==> config.mk <==
export PLATFORM = sky130hd
export DESIGN_NAME = jk_cmd_sequencer
export DESIGN_NICKNAME = d
export VERILOG_FILES = /design/src/rtl/jk_cmd_sequencer.sv
export SDC_FILE = /design/constraint.sdc
export NUM_CORES = 1
export LEC_CHECK = 0
export ABC_AREA = 1
export BUFFER_PORTS_ARGS = -buffer_cell sky130_fd_sc_hd__buf_4
export CAP_MARGIN = 15
export CORE_MARGIN = 4
export CORE_UTILIZATION = 55
export DETAILED_ROUTE_END_ITERATION = 12
export PLACE_DENSITY = 0.76
export SLEW_MARGIN = 20
export SYNTH_ARGS = -nofsm -noshare
export SYNTH_HDL_FRONTEND = slang
export SYNTH_SLANG_ARGS = --single-unit
==> constraint.sdc <==
create_clock -name clk -period 3.2 [get_ports clk]
set_clock_uncertainty 0.05 [all_clocks]
set_input_delay 0.16 -clock clk [delete_from_list [all_inputs] [get_ports clk]]
set_output_delay 0.16 -clock clk [all_outputs]
set_load 0.05 [all_outputs]
==> src/rtl/jk_cmd_sequencer.sv <==
// Command sequencer for the JK flip-flop with preset/clear: queues control commands,
// drives J/K/preset/clr for a programmed number of cycles and checks q/qbar against a model.
module jk_cmd_sequencer #(
  parameter int DEPTH = 4,
  parameter int CNT_W = 4
) (
  input  logic                     clk,
  input  logic                     rst_n,
  input  logic                     cmd_valid,
  output logic                     cmd_ready,
  input  logic [2:0]               cmd_op,
  input  logic [CNT_W-1:0]         cmd_len,
  output logic                     j,
  output logic                     k,
  output logic                     preset,
  output logic                     clr,
  input  logic                     q_in,
  input  logic                     qbar_in,
  output logic                     busy,
  output logic [$clog2(DEPTH):0]   level,
  output logic                     exp_q,
  input  logic                     err_clr,
  output logic                     err_mismatch,
  output logic                     err_illegal
);

  localparam int AW = $clog2(DEPTH);

  typedef enum logic {IDLE, DRIVE} state_t;

  state_t           state;
  logic [2:0]       op_mem  [DEPTH];
  logic [CNT_W-1:0] len_mem [DEPTH];
  logic [AW-1:0]    wr_ptr;
  logic [AW-1:0]    rd_ptr;
  logic [CNT_W-1:0] cnt;
  logic             exp_q_d;
  logic [1:0]       chk_vld;

  logic             push;
  logic             pop;
  logic             empty;
  logic             illegal_head;
  logic [3:0]       head_drv;
  logic [3:0]       next_drv;
  logic             next_active;
  logic             next_exp_q;
  logic             mismatch_evt;
  logic             illegal_evt;

  assign empty        = (level == '0);
  assign cmd_ready    = (level != (AW+1)'(DEPTH));
  assign push         = cmd_valid && cmd_ready;
  assign pop          = !empty && ((state == IDLE) || (cnt == '0));
  assign illegal_head = (op_mem[rd_ptr] > 3'd5);
  assign illegal_evt  = pop && illegal_head;
  assign mismatch_evt = chk_vld[1] && ((q_in != exp_q_d) || (q_in == qbar_in));

  // Drive pattern {j,k,preset,clr} of the command at the FIFO head; illegal ops hold.
  always_comb begin
    head_drv = 4'b0000;
    case (op_mem[rd_ptr])
      3'd1:    head_drv = 4'b0100;
      3'd2:    head_drv = 4'b1000;
      3'd3:    head_drv = 4'b1100;
      3'd4:    head_drv = 4'b0001;
      3'd5:    head_drv = 4'b0010;
      default: head_drv = 4'b0000;
    endcase
  end

  always_comb begin
    next_drv    = 4'b0000;
    next_active = 1'b0;
    if (pop) begin
      next_drv    = head_drv;
      next_active = 1'b1;
    end else if (state == DRIVE && cnt != '0) begin
      next_drv    = {j, k, preset, clr};
      next_active = 1'b1;
    end
  end

  // exp_q tracks what the flip-flop will hold once the drives being registered take effect.
  always_comb begin
    next_exp_q = exp_q;
    if (next_active) begin
      if (next_drv[0])
        next_exp_q = 1'b0;
      else if (next_drv[1])
        next_exp_q = 1'b1;
      else if (next_drv[3] && next_drv[2])
        next_exp_q = ~exp_q;
      else if (next_drv[3])
        next_exp_q = 1'b1;
      else if (next_drv[2])
        next_exp_q = 1'b0;
    end
  end

  always_ff @(posedge clk) begin
    if (!rst_n) begin
      wr_ptr <= '0;
      rd_ptr <= '0;
      level  <= '0;
    end else begin
      if (push) begin
        op_mem[wr_ptr]  <= cmd_op;
        len_mem[wr_ptr] <= cmd_len;
        wr_ptr          <= wr_ptr + AW'(1);
      end
      if (pop)
        rd_ptr <= rd_ptr + AW'(1);
      if (push && !pop)
        level <= level + (AW+1)'(1);
      else if (pop && !push)
        level <= level - (AW+1)'(1);
    end
  end

  // clr is held high through reset so the flip-flop starts from a known 0.
  always_ff @(posedge clk) begin
    if (!rst_n) begin
      state  <= IDLE;
      cnt    <= '0;
      j      <= 1'b0;
      k      <= 1'b0;
      preset <= 1'b0;
      clr    <= 1'b1;
      busy   <= 1'b0;
      exp_q  <= 1'b0;
    end else begin
      {j, k, preset, clr} <= next_drv;
      busy                <= next_active;
      exp_q               <= next_exp_q;
      if (pop) begin
        state <= DRIVE;
        cnt   <= illegal_head ? '0 : len_mem[rd_ptr];
      end else if (state == DRIVE && cnt != '0) begin
        cnt <= cnt - CNT_W'(1);
      end else begin
        state <= IDLE;
      end
    end
  end

  // An error event on the same edge as err_clr keeps the flag set.
  always_ff @(posedge clk) begin
    if (!rst_n) begin
      exp_q_d      <= 1'b0;
      chk_vld      <= 2'b00;
      err_mismatch <= 1'b0;
      err_illegal  <= 1'b0;
    end else begin
      exp_q_d      <= exp_q;
      chk_vld      <= {chk_vld[0], 1'b1};
      err_mismatch <= (err_mismatch && !err_clr) || mismatch_evt;
      err_illegal  <= (err_illegal && !err_clr) || illegal_evt;
    end
  end

endmodule

Yosys cells after proc, flatten, opt, wreduce, memory -nomap -nowiden
Memories as Yosys holds them, arrays and structs flattened. A register that Yosys moved wholly into a read port is not among the register bits. Index checks and enable logic that the tools add are counted.

Flip-flop bits (word level): 23. RAM bits: 28. Input bits: 13. Output and inout bits: 12. Word-level logic and storage cells: 85. Memories kept: 2.

Memory list: len_mem (depth 4, bits a word 4, read ports 1, clocked after memory_dff 1, write ports 1, line 33) `logic [CNT_W-1:0] len_mem [DEPTH];`; op_mem (depth 4, bits a word 3, read ports 1, clocked after memory_dff 1, write ports 1, line 32) `logic [2:0] op_mem [DEPTH];`.

Add/subtract/negate cells: 5. Magnitude comparators: 1. Equality and inequality tests: 9. Mux-type cells: 25. Bitwise gates (word level): 2. Reductions and logical operators: 25.

Operator list (number): 4-bit two-way mux (5); 4-bit case mux with 5 select lines (1); 1-bit two-way mux (13); 1-bit logical AND (10); 2-bit two-way mux (4); 3-bit by 2-bit equality test with 1-bit output, second input constant (2); 3-bit equality test, second input constant (2); 3-bit two-way mux (2); 5-bit nonzero test (1); 2-bit by 1-bit adder with 2-bit output, second input constant (2); 1-bit logical NOT (4); 4-bit logical NOT (1); 1-bit logical OR (4); 2-bit nonzero test (2); 4-bit nonzero test (1); 4-bit by 1-bit subtractor with 4-bit output, second input constant (1); 3-bit by 1-bit adder with 3-bit output, second input constant (1); 3-bit by 1-bit equality test with 1-bit output, second input constant (1); 3-bit greater-than comparator, second input constant (1); 3-bit logical NOT (1); 3-bit inequality test, second input constant (1); 3-bit by 1-bit subtractor with 3-bit output, second input constant (1); 2-bit inequality test, second input constant (1); 1-bit NOT (2); other kinds (3) (3).

Longest topological paths before layout
Depth after elaboration: 9. Depth in mapped cells: 12. Mapped depth without buffers: 12.

Worst setup path after synthesis
Ideal clock, no wire load.

Path kind: register -> register. Start: register level[1]. End: register level[2]. Setup time: 122 ps. Arrival: 2525 ps. Required time: 3028 ps. Slack: 503 ps. Cell stages (with the launch flop): 12. Path buffers: 0. Clock period less this slack: 2697 ps. Path through: dfxtp_1 > inv_1 > nand3_1 > nand2_1 > inv_1 > ha_1 > inv_1 > fa_1 > a21oi_1 > o21ai_0 > o21ai_0 > a21oi_1.

Elaborated cells between the ends (all ways): 14. Classes of those cells: add/sub (2); eq/ne (1); mux (2); reduce/logical (9).

RTL lines: start, declared (line 20) `output logic [$clog2(DEPTH):0] level,`; start signal, assigned (line 115) `level <= level + (AW+1)'(1);`; start signal, assigned (line 117) `level <= level - (AW+1)'(1);`; 3-bit inequality test * (line 52) `assign cmd_ready = (level != (AW+1)'(DEPTH));`; named net cmd_ready (line 10) `output logic cmd_ready,`; 1-bit logical AND * (line 53) `assign push = cmd_valid && cmd_ready;`; named net push (line 40) `logic push;`; 1-bit logical NOT (line 116) `else if (pop && !push)`; 1-bit logical AND (line 116); 2-bit nonzero test (no line).

The timed path passes the listed nets; every way through them passes the cells marked *. The select of a mux whose other input is x is not followed. A chain may end at the register's enable or synchronous reset.

Worst setup path after layout
Start: register cnt[0]. End: register level[2].

Longest elaborated chain between the ends: 6. Elaborated cells between the ends (all ways): 8. Classes of those cells: mux (1); reduce/logical (7).

Ends and longest elaborated chain: start, declared (line 36) `logic [CNT_W-1:0] cnt;`; start signal, assigned (line 138) `cnt <= illegal_head ? '0 : len_mem[rd_ptr];`; start signal, assigned (line 140) `cnt <= cnt - CNT_W'(1);`; 4-bit logical NOT * (line 54) `assign pop = !empty && ((state == IDLE) || (cnt == '0));`; 1-bit logical OR * (line 54); 1-bit logical AND * (line 54); 1-bit logical NOT (line 114) `if (push && !pop)`; 1-bit logical AND (line 114); 3-bit two-way mux / 2-bit nonzero test (equally long branches).

Mark *: on every way between the ends. The rest lies on a longest branch, timed or not.

==> impl_metrics.tcl <==
set metrics [dict create \
    cts_inserted_buffers 5 \
    drt-wirelength-per-cell_um 12.5 \
    setup_tns_ns 0 \
    syn_nets 250 \
    max-vdd-ir-drop_v 0.000455 \
    rows 22 \
    max_cap_violations 0 \
    path_clk_slew_ns 0.09 \
    via_count 1585 \
    placed_cell_area_um2 2430 \
    path_delay_family "adder cells" \
    final_cell_mix "49 x nand2_1, 28 x edfxtp_1, 26 x inv_1" \
    netlist_instances 230 \
    busiest_layer "met2" \
    finalMaxSlewViolations 0 \
    drc 0 \
    synth_cell_types 24 \
    detailedPlacementHpwl_um 2790 \
    final_common_cell "nand2_1" \
    grt_pass1_wl_um 6450 \
    drive_gt1_frac 0.159 \
    p_total_mw 2.23 \
    core_um2 3770 \
    netlist_area_um2 2210 \
    criticalPathCategory "reg2reg" \
    cts.sinks 53 \
    tightest_slew_ns 0.737 \
    rsz0062_at_grt "no" \
    num_antenna_cells 0 \
    hold_class "in2reg" \
    dieArea_um2 5100 \
    ys_seq_area_frac 0.606 \
    setup_violations 0 \
    wirelength_um 3890 \
    grt_max_degree 16 \
    cpPeakStageDelay_ns 0.37 \
    ant_nets 0 \
    clock_latency_ns 0.30 \
    grt_util_met2 0.260 \
    nets 283 \
    powerDensity_nw_per_um2 869 \
    final_hold_viol_count 0 \
    die_y_um 71.4 \
    finalWeightedCongestion 0.883 \
    initial_core_util 0.587 \
    area_growth_pct 16.1 \
    use_met1 0.203 \
    io_pins 25 \
    fin_crit_ns 2.25 \
    cts_max_path_buffers 2 \
    grtUsageTotal 0.163 \
    p_leak_nw 1.09 \
    path_max_fanout 8 \
    die_w_um 71.4 \
    grt-ovfl-total 0 \
    detail_route.first_pass.iterations 4 \
    finalNonFillerCells 312 \
    period_share 0.703 \
    cp_cell_sequence "inv_1 -> ha_1 -> nand3_1 -> nand2_1 -> nand2_2 -> ha_1 -> inv_1 -> fa_1 -> a21oi_1 -> o21ai_0 -> o21ai_0 -> a21oi_1" \
    critPathBufInv 2 \
    yosysWarnings 0 \
    cts_tree "yes" \
    antenna_found_initial 0 \
    fmax_ghz 0.445 \
    io_buffer_count 24 \
    stdcell_area_um2 2570 \
    use_met3 0.0547 \
    cp_slowest_cell "fa_1" \
    hold_slack_ns 0.00602 \
    synth_seq_cells 53 \
    status "complete, no violations" \
    crit_arrival_ns 2.39 \
    place_inst 298 \
    drtIter0Drc 137 \
    avgSynthCellArea_um2 9.62 \
    grt_pass1_vias 1510 \
    cp_data_required_time_ns 3.34 \
    worstSetupStartpointType "register" \
    clockRootBuffer "clkbuf_8" \
    vias_per_cell 5.08 \
    htreeDepth 2 \
    end_kind "register" \
    slew_headroom 0.507 \
]
## per-stage QoR
stage / setup slack (ns) / util
finish: 0.951 / 0.681
global route: 0.729 / 0.681
CTS: 0.965 / 0.671
detailed placement: 0.990 / 0.643
global placement: 1.09 / 0.643
floorplan: 0.503 / -
## power by group
part / switching, mW / internal (mW) / total, mW
clock network: 0.205 / 0.152 / 0.357
registers: 0.102 / 0.837 / 0.939
logic: 0.629 / 0.307 / 0.935
## logic make-up (layout without fill, tap and decap cells)
| kind of cell | Yosys count | after routing | share of synthesized area |
|---|---|---|---|
| buffers and inverters | 32 | 66 | 0.0599 |
| adders and majority gates | 7 | 7 | 0.0430 |
| DFF | 53 | 53 | 0.606 |
| and+or+nand+nor | 91 | 91 | 0.175 |
| xor gates and xnor gates | 3 | 3 | 0.0119 |
| AOI/OAI and AO/OA | 44 | 44 | 0.104 |
## path summary, 6_finish.rpt
path	start	end	slack [ns]	cells after the start
worst max-delay path	cnt[0]	level[2]	0.95	12
worst min-delay path	cmd_len[3]	len_mem[1][3]	0.006	1
worst max register to register	cnt[0]	level[2]	0.95	12
worst min register to register	chk_vld[0]	chk_vld[1]	0.37	2
## layout make-up
class	instances	area, um^2
Multi-Input combinational cell	145	739
Clock inverter	2	10.0
Fill cell	299	1200
Timing Repair Buffer	30	240
Inverter	28	105
Clock buffer	6	72.6
Tap cell	48	60.1
Sequential cell	53	1340
## synth_stat cells (all sizes together)
cell / instances / area share
nand2: 55 / 0.10
edfxtp: 28 / 0.38
inv: 27 / 0.046
dfxtp: 25 / 0.23
nor2: 23 / 0.041
o21ai: 21 / 0.047
a21oi: 17 / 0.038
nand3: 12 / 0.032
ha: 6 / 0.034
o22ai: 4 / 0.011
buf: 3 / 0.011
xor2: 3 / 0.012
a21boi: 1 / 0.0034
clkbuf: 1 / 0.0017
clkinv: 1 / 0.0017
fa: 1 / 0.0090
nor3: 1 / 0.0023
o211ai: 1 / 0.0034
## sequential cells by signal (all words and copies together) (netlist names), named ones only
register	flops
wr_ptr	2
busy	1
clr	1
level	3
cnt	4
exp_q	1
j	1
k	1
len_mem	16
exp_q_d	1
op_mem	12
chk_vld	2
preset	1
state	1
err_illegal	1
rd_ptr	2
err_mismatch	1
## layer usage
metal,wire (um),vias up,share of wire
li1,-,825,-
met1,1630,696,0.42
met2,1870,55,0.48
met3,312,9,0.080
met4,71,0,0.018
met5,0,-,0
## what timing repair did
action | 4_1_cts | 5_1_grt
hold buffers | 2 | 4
setup buffers | 0 | 0
gates resized for setup | 0 | 0
endpoints found under the hold margin | 8 | 16
Note: power is estimated with default switching activity, not from simulation.
